### src/rtl/move_issuer.sv
// Initiator side of the board-update handshake: turns cursor/button events into
// updater requests and owns the committed board, ko board, turn and pass tracking.
module move_issuer #(
  parameter int TIMEOUT    = 1024,
  parameter int MOVE_CNT_W = 9
) (
  input  logic                  clk_in,
  input  logic                  rst_in,
  input  logic [3:0]            row_in,
  input  logic [3:0]            col_in,
  input  logic                  place_pulse,
  input  logic                  pass_pulse,
  input  logic [8:0][8:0][1:0]  next_board,
  input  logic                  board_valid,
  input  logic                  board_invalid,
  output logic                  start_flag,
  output logic [7:0]            move_out,
  output logic                  turn,
  output logic [8:0][8:0][1:0]  board_bus,
  output logic [8:0][8:0][1:0]  ko_board,
  output logic                  reject_pulse,
  output logic                  timeout_err,
  output logic                  busy,
  output logic                  game_over,
  output logic [MOVE_CNT_W-1:0] move_count
);

  typedef enum logic [2:0] {
    IDLE, ISSUE, WAIT_RESP, COMMIT, REJECT, GAME_OVER
  } state_t;

  localparam int              CNT_W    = (TIMEOUT > 2) ? $clog2(TIMEOUT) : 1;
  localparam logic [CNT_W-1:0] CNT_LAST = CNT_W'(TIMEOUT - 1);
  localparam logic [7:0]       PASS_MOVE = 8'hFF;

  state_t           state, state_nxt;
  logic [CNT_W-1:0] wait_cnt;
  logic [1:0]       pass_streak;

  logic on_board, cell_free, issue_place, issue_pass, accept_resp, timed_out;

  always_comb begin
    on_board    = (row_in <= 4'd8) && (col_in <= 4'd8);
    cell_free   = on_board && (board_bus[row_in][col_in] == 2'b00);
    issue_place = (state == IDLE) && place_pulse && cell_free;
    issue_pass  = (state == IDLE) && !place_pulse && pass_pulse;
    accept_resp = (state == WAIT_RESP) && board_valid && !board_invalid;
    // A response in the same cycle as the last wait cycle beats the timeout.
    timed_out   = (state == WAIT_RESP) && !board_valid && !board_invalid &&
                  ((wait_cnt + 1'b1) == CNT_LAST);
  end

  // NOTE: sequential state uses non-blocking assignments so every register
  // samples the pre-edge values of the others, independent of block order.
  always_ff @(posedge clk_in) begin
    if (!rst_in) state <= IDLE;
    else         state <= state_nxt;
  end

  // NOTE: the default assignment first keeps this block purely combinational;
  // any path that skipped state_nxt would otherwise infer a latch.
  always_comb begin
    state_nxt = state;
    unique case (state)
      IDLE: begin
        if (place_pulse)     state_nxt = cell_free ? ISSUE : REJECT;
        else if (pass_pulse) state_nxt = ISSUE;
      end
      ISSUE:     state_nxt = WAIT_RESP;
      WAIT_RESP: begin
        if (board_invalid)    state_nxt = REJECT;
        else if (board_valid) state_nxt = COMMIT;
        else if (timed_out)   state_nxt = REJECT;
      end
      COMMIT:    state_nxt = (pass_streak == 2'd2) ? GAME_OVER : IDLE;
      REJECT:    state_nxt = IDLE;
      GAME_OVER: state_nxt = GAME_OVER;
      default:   state_nxt = IDLE;
    endcase
  end

  always_comb begin
    start_flag   = (state == ISSUE);
    reject_pulse = (state == REJECT);
    game_over    = (state == GAME_OVER);
    busy         = (state != IDLE) && (state != GAME_OVER);
  end

  // The committed result is captured on the accepting edge so board_bus and
  // turn update one cycle after board_valid; COMMIT then only routes the FSM.
  // NOTE: the board arrays are reset explicitly because a cleared board is the
  // architectural starting position, not scratch storage.
  always_ff @(posedge clk_in) begin
    if (!rst_in) begin
      move_out    <= PASS_MOVE;
      turn        <= 1'b0;
      board_bus   <= '0;
      ko_board    <= '0;
      timeout_err <= 1'b0;
      move_count  <= '0;
      pass_streak <= 2'd0;
      wait_cnt    <= '0;
    end else begin
      if (issue_place)     move_out <= {row_in, col_in};
      else if (issue_pass) move_out <= PASS_MOVE;

      if (state == ISSUE) wait_cnt <= '0;
      else if ((state == WAIT_RESP) && !board_valid && !board_invalid)
        wait_cnt <= wait_cnt + 1'b1;

      if (timed_out) timeout_err <= 1'b1;

      if (accept_resp) begin
        ko_board    <= board_bus;
        board_bus   <= next_board;
        turn        <= ~turn;
        move_count  <= move_count + 1'b1;
        pass_streak <= (move_out == PASS_MOVE) ? pass_streak + 2'd1 : 2'd0;
      end
    end
  end

endmodule

### config.mk
export PLATFORM = sky130hd
export DESIGN_NAME = move_issuer
export DESIGN_NICKNAME = d
export VERILOG_FILES = /design/src/rtl/move_issuer.sv
export SDC_FILE = /design/constraint.sdc
export NUM_CORES = 1
export LEC_CHECK = 0
export CORE_AREA = 5 5 200 202
export CTS_CLUSTER_DIAMETER = 120
export DETAILED_ROUTE_END_ITERATION = 12
export DIE_AREA = 0 0 205 207
export PLACE_DENSITY = 0.84
export SLEW_MARGIN = 20
export SYNTH_ARGS = -nofsm -noshare
export SYNTH_HDL_FRONTEND = slang
export SYNTH_SLANG_ARGS = --single-unit
### constraint.sdc
create_clock -name clk_in -period 2.4 [get_ports clk_in]
set_clock_uncertainty 0.05 [all_clocks]
set_input_delay 0.24 -clock clk_in [delete_from_list [all_inputs] [get_ports clk_in]]
set_output_delay 0.24 -clock clk_in [all_outputs]
set_load 0.02 [all_outputs]
==> results.json, run 1 <==
{
  "status": "finished, violations left",
  "violations": "negative setup slack",
  "p_comb_share_pct": 9.7,
  "antenna_found_initial": 5,
  "dp_hpwl_um": 44000,
  "synth_compound_area_share_pct": 21.0,
  "portBuffers": 522,
  "clock_latency_ps": 550,
  "ys_warn_count": 0,
  "synth.top_cell.area_share_pct": 49.6,
  "maxCapViolCount": 0,
  "p_sw_share_pct": 23.5,
  "internal-power_mw": 10.6,
  "gp_congestion": 0.916,
  "synth_async_sr_flop_share_pct": 0,
  "ir_drop_mv": 0.539,
  "grt_max_degree": 139,
  "tightest_slew_ps": 742,
  "layout.nets": 2564,
  "grt_overflow_total": 0,
  "muxShareOfSynthArea_pct": 1.09,
  "drtAntennaViolNets": 0,
  "path_clk_slew_ps": 60,
  "core.rowCount": 72,
  "synth_top_area_cell": "dfxtp_1",
  "grt_pass1_wl_um": 88400,
  "clkPwrFrac_pct": 46.6,
  "dieArea_um2": 42400,
  "ys_types": 60,
  "start_util_pct": 37.9,
  "synth_most_common_cell": "nand2_1",
  "grt_pass1_vias": 15000,
  "synth-xor-area-share_pct": 1.15,
  "p_leak_nw": 8.00,
  "fin_cells": 2935,
  "crit_fanout": 8,
  "root_buffer": "clkbuf_16",
  "design.core.area_um2": 38100,
  "syn_area_um2": 14400,
  "hold_class": "in -> reg",
  "synth_ff_type": "dfxtp_1",
  "final_area_um2": 23100,
  "yosysSeqAreaShare_pct": 49.6,
  "io_pins": 523,
  "cts-buffers-inserted": 41,
  "wl_per_cell_um": 19.9,
  "relSlewSlack_pct": 50.2,
  "synthCells": 1754,
  "synthAdderAreaFrac_pct": 0.347,
  "synth_top_family_by_area": "simple AND/OR/NAND/NOR gates",
  "dp_cells": 2853,
  "cts_buffer_depth": 3,
  "finalPower_mw": 13.9,
  "setup_viol": 8,
  "track_usage_pct": 26.3,
  "cts.sinks": 358,
  "cts_tree": "done",
  "firstDrtPassIters": 5,
  "synth.top_cells.by_area": "dfxtp_1 50%, nand2_1 17%, a21boi_0 17%",
  "drive_above_1_share_pct": 12.8,
  "layout_setup_ws_ps": -22.4,
  "setup_tns_ps": -114,
  "dieWidth_um": 205,
  "cp-end-kind": "flip-flop",
  "post-route-util_pct": 60.5,
  "place_area_um2": 21500,
  "hold_viol_final": 0,
  "synth_edf_count": 0,
  "die_h_um": 207,
  "syn_area_per_cell_um2": 8.23,
  "vias_per_cell": 5.08,
  "drtIter0Drc": 879,
  "syn_nets": 1934,
  "switchingPower_mw": 3.26,
  "vias": 14900,
  "pwr-share-seq_pct": 43.7,
  "worstPathArrival_ps": 2810,
  "p_per_area_nw_per_um2": 603,
  "period_needed_ps": 2420,
  "synth.ff_latch_count": 358,
  "fin_crit_sh_pct": 101,
  "synthSimpleGateAreaFrac_pct": 23.0,
  "rsz0062_at_grt": "true",
  "cp.required_ps": 2790,
  "synthToLayoutAreaGrowth_pct": 59.6,
  "drcViolationCount": 0,
  "drv_slew": 0,
  "cts_max_level": 2,
  "max_freq_ghz": 0.413,
  "yosys-top-cells-count": "665 x nand2_1, 358 x dfxtp_1, 327 x a21boi_0, 100 x clkbuf_1, 74 x nor2_1",
  "crit_type": "reg -> reg",
  "critPathLaunchType": "flip-flop",
  "wirelength_um": 58400
}
flip-flops by register name, summed over array words and instances (netlist names):
signal	cells
board_bus	162
ko_board	162
wait_cnt	10
move_count	9
move_out	8
state	3
pass_streak	2
timeout_err	1
turn	1
worst max-delay path: stages (launching register included):
cell and delay, ps:
dfxtp_2 340, nor4b_4 270, nor4_2 80, or4_1 420, nand4_1 180, a32oi_2 170, or4b_4 570, o22a_1 230
repair_timing:
item                       4_1_cts  5_1_grt
setup endpoints to repair        8       13
gates resized for setup         16       26
pin swaps                       13       17
hold endpoints to repair        10        0
buffers inserted                 1        6
hold buffers                     1        0
layout make-up:
| cell class | instances | area, um^2 |
|---|---|---|
| Clock buffer | 58 | 1200 |
| Sequential cell | 358 | 7180 |
| Antenna cell | 4 | 10.0 |
| Inverter | 11 | 43.8 |
| Tap cell | 518 | 648 |
| Fill cell | 3075 | 15100 |
| Timing Repair Buffer | 713 | 6870 |
| Multi-Input combinational cell | 1259 | 6900 |
| Clock inverter | 14 | 193 |
power groups by stage:
stage	registers [mW]	clock network [mW]	logic, mW
final	6.07	6.47	1.35
after global routing	6.08	6.86	1.43
after CTS	6.07	6.60	1.34
after detailed placement	6.20	0	1.32
after global placement	6.20	0	1.31
after floorplan	6.27	0	0.476
cell families after synthesis:
logic type / Yosys count
compound gates: 402
xor+xnor: 19
fa+ha+maj: 4
buf+inv: 137
flops: 358
mux: 7
simple gates: 827
metrics by stage:
step / hold WS, ps / worst slack, ps
2_1_floorplan: 288 / 7.53
3_3_place_gp: 399 / -621
3_5_place_dp: 407 / -678
4_1_cts: 159 / -65.2
5_1_grt: 178 / -54.0
6_report: 199 / -22.4
metal layers:
metal | wire length [um] | vias up | GRT usage (%)
met4 | 2350 | 2 | 11.1
met3 | 4420 | 134 | 6.54
li1 | - | 7060 | -
met2 | 28200 | 607 | 44.4
met1 | 23400 | 7105 | 31.8
met5 | 13 | - | 0
cells in the final DEF, fill, tap and decap left out, types with 8 or more instances in the layout:
cell type,Yosys,layout
a21boi_0,327,327
and2_1,10,10
buf_12,0,17
buf_4,4,173
clkbuf_1,100,8
clkbuf_16,0,43
clkdlybuf4s50_1,0,514
dfxtp_1,358,345
dfxtp_2,0,13
inv_1,10,10
nand2_1,665,665
nand3_1,12,11
nor2_1,74,70
nor3_1,22,18
o21ai_0,13,12
o22a_1,8,8
or3_1,10,10
xnor2_1,10,10
xor2_1,9,9
final timing paths:
| kind | startpoint | end | slack [ps] | cells after the start |
|---|---|---|---|---|
| setup / recovery | board_bus[78] | move_out[7] | -20 | 7 |
| hold / removal | next_board[27] | board_bus[27] | 200 | 3 |
| setup reg to reg | board_bus[78] | move_out[7] | -20 | 7 |
| hold reg to reg | ko_board[21] | ko_board[21] | 410 | 2 |
(Power assumes the default switching activity.)
==> run 2, diff against run 1 <==
CORE_AREA = 5 5 202 204   (was 5 5 200 202)
DIE_AREA = 0 0 207 209   (was 0 0 205 207)
PLACE_DENSITY = 0.8   (was 0.84)
clock period = 3.11 ns   (was 2.4 ns; I/O delays follow)
==> run 2 against run 1 <==
  * The flow now finishes without violations
  * Worst hold slack worse by 62 ps
  * Sequential share of layout area rose by 2.1 points
  * Design area fell by 6.6%
  * Critical path depth grew 2
  * Combinational power fell by 33%
  * Critical path type is now in -> reg
==> results.json, run 2 (synthesized netlist as in run 1, its figures left out) <==
{
  "vias": 14100,
  "final_cell_mix": "665 x nand2_1, 519 x clkdlybuf4s50_1, 358 x dfxtp_1",
  "critPathLaunchType": "primary input",
  "die_h_um": 209,
  "switchingPower_mw": 2.42,
  "setup_viol": 0,
  "grt_overflow_total": 0,
  "dp_cells": 2710,
  "hold_path_depth": 2,
  "max_freq_ghz": 0.351,
  "vias_per_cell": 5.06,
  "tightest_slew_ps": 1040,
  "final_area_um2": 21500,
  "post_cts_buffers": 0,
  "post-route-util_pct": 55.1,
  "io_pins": 523,
  "firstDrtPassIters": 5,
  "wirelength_um": 55800,
  "portBuffers": 522,
  "rsz0062_at_grt": "false",
  "clkPwrFrac_pct": 45.9,
  "drtAntennaViolNets": 0,
  "layout_setup_ws_ps": 262,
  "drcViolationCount": 0,
  "postCtsHoldBufs": 0,
  "largest_registers": "board_bus: 162 flops, ko_board: 162 flops, wait_cnt: 10 flops",
  "dieArea_um2": 43300,
  "gp_congestion": 0.917,
  "track_usage_pct": 24.5,
  "r2r_slack_ps": 280,
  "drv_slew": 0,
  "drive_above_1_share_pct": 5.19,
  "path_clk_slew_ps": 60,
  "fin_cells": 2782,
  "r2r-end": "move_out[4]",
  "dp_slack_ps": -218,
  "pwr-share-seq_pct": 45.4,
  "worstPathArrival_ps": 3220,
  "place_area_um2": 20200,
  "p_leak_nw": 7.02,
  "grt_pass1_wl_um": 83900,
  "cts_buffer_depth": 3,
  "synthToLayoutAreaGrowth_pct": 49.1,
  "layout_commonest_cell": "nand2_1",
  "antenna_found_initial": 4,
  "internal-power_mw": 7.95,
  "maxCapViolCount": 0,
  "p_sw_share_pct": 23.3,
  "finalPower_mw": 10.4,
  "cp-end-kind": "flip-flop",
  "fin_crit_sh_pct": 91.6,
  "status": "finished, final reports clean",
  "start_util_pct": 36.9,
  "p_comb_share_pct": 8.7,
  "p_per_area_nw_per_um2": 481,
  "design.core.area_um2": 39100,
  "min_to": "timeout_err",
  "cts-buffers-inserted": 39,
  "dieWidth_um": 207,
  "cp.required_ps": 3480,
  "ir_drop_mv": 0.410,
  "hold_class": "in -> reg",
  "crit_fanout": 9,
  "crit_type": "in -> reg",
  "r2r_cells": 7,
  "root_buffer": "clkbuf_16",
  "timing.rr.start": "board_bus[6]",
  "setup_tns_ps": 0,
  "layout.nets": 2406,
  "dp_hpwl_um": 41900,
  "cts.sinks": 358,
  "cts_resized": 0,
  "grt_max_degree": 130,
  "holdWs_ps": 137,
  "hold_viol_final": 0,
  "cts_max_level": 2,
  "drtIter0Drc": 905,
  "clock_latency_ps": 540,
  "core.rowCount": 73,
  "holdCritStartpoint": "rst_in",
  "period_needed_ps": 2850,
  "wl_per_cell_um": 20.1,
  "grt_pass1_vias": 13900,
  "relSlewSlack_pct": 30.4,
  "cts_tree": "done"
}
-- run 2: worst max-delay path by stage --
stage	slack (ps)	endpoint	depth (start not counted)	from
final	260	move_out[4]	9	row_in[2]
after global placement	-100	move_out[3]	9	row_in[2]
after floorplan	580	move_out[0]	10	row_in[0]
after CTS	340	move_out[4]	7	board_bus[6]
after detailed placement	-220	move_out[4]	9	row_in[2]
after global routing	220	move_out[4]	9	row_in[2]
-- run 2: power by group through the flow --
stage	clock, mW	sequential [mW]	combinational [mW]
6_report	4.75	4.71	0.901
5_1_grt	5.08	4.71	0.960
4_1_cts	4.87	4.71	0.903
3_5_place_dp	0	4.81	0.897
3_3_place_gp	0	4.81	0.889
2_1_floorplan	0	4.84	0.362
-- run 2: critical path, stage by stage --
cell,delay [ps]
clkdlybuf4s50_1,500
buf_4,220
nor4_1,330
nor4_1,120
or4_1,490
nand4_1,160
a32oi_2,130
or4b_1,690
o22a_1,260
-- run 2: final cells by class --
type                    count  area (um^2)
fillers                  3500        17600
flip-flops and latches    358         7170
multi-input cells        1259         6740
repair buffers            557         5600
clock buffers              57         1170
well taps                 525          657
clock inverters            12          151
inverters                  11         43.8
diodes                      3         7.51
-- run 2: layer usage --
metal | global-route usage (%) | up-vias | part of all wire (%)
met5 | 0 | - | 0.023
met4 | 8.98 | 2 | 3.5
met3 | 6.62 | 111 | 7.2
met2 | 41.9 | 550 | 49
met1 | 29.7 | 6684 | 41
li1 | - | 6738 | -
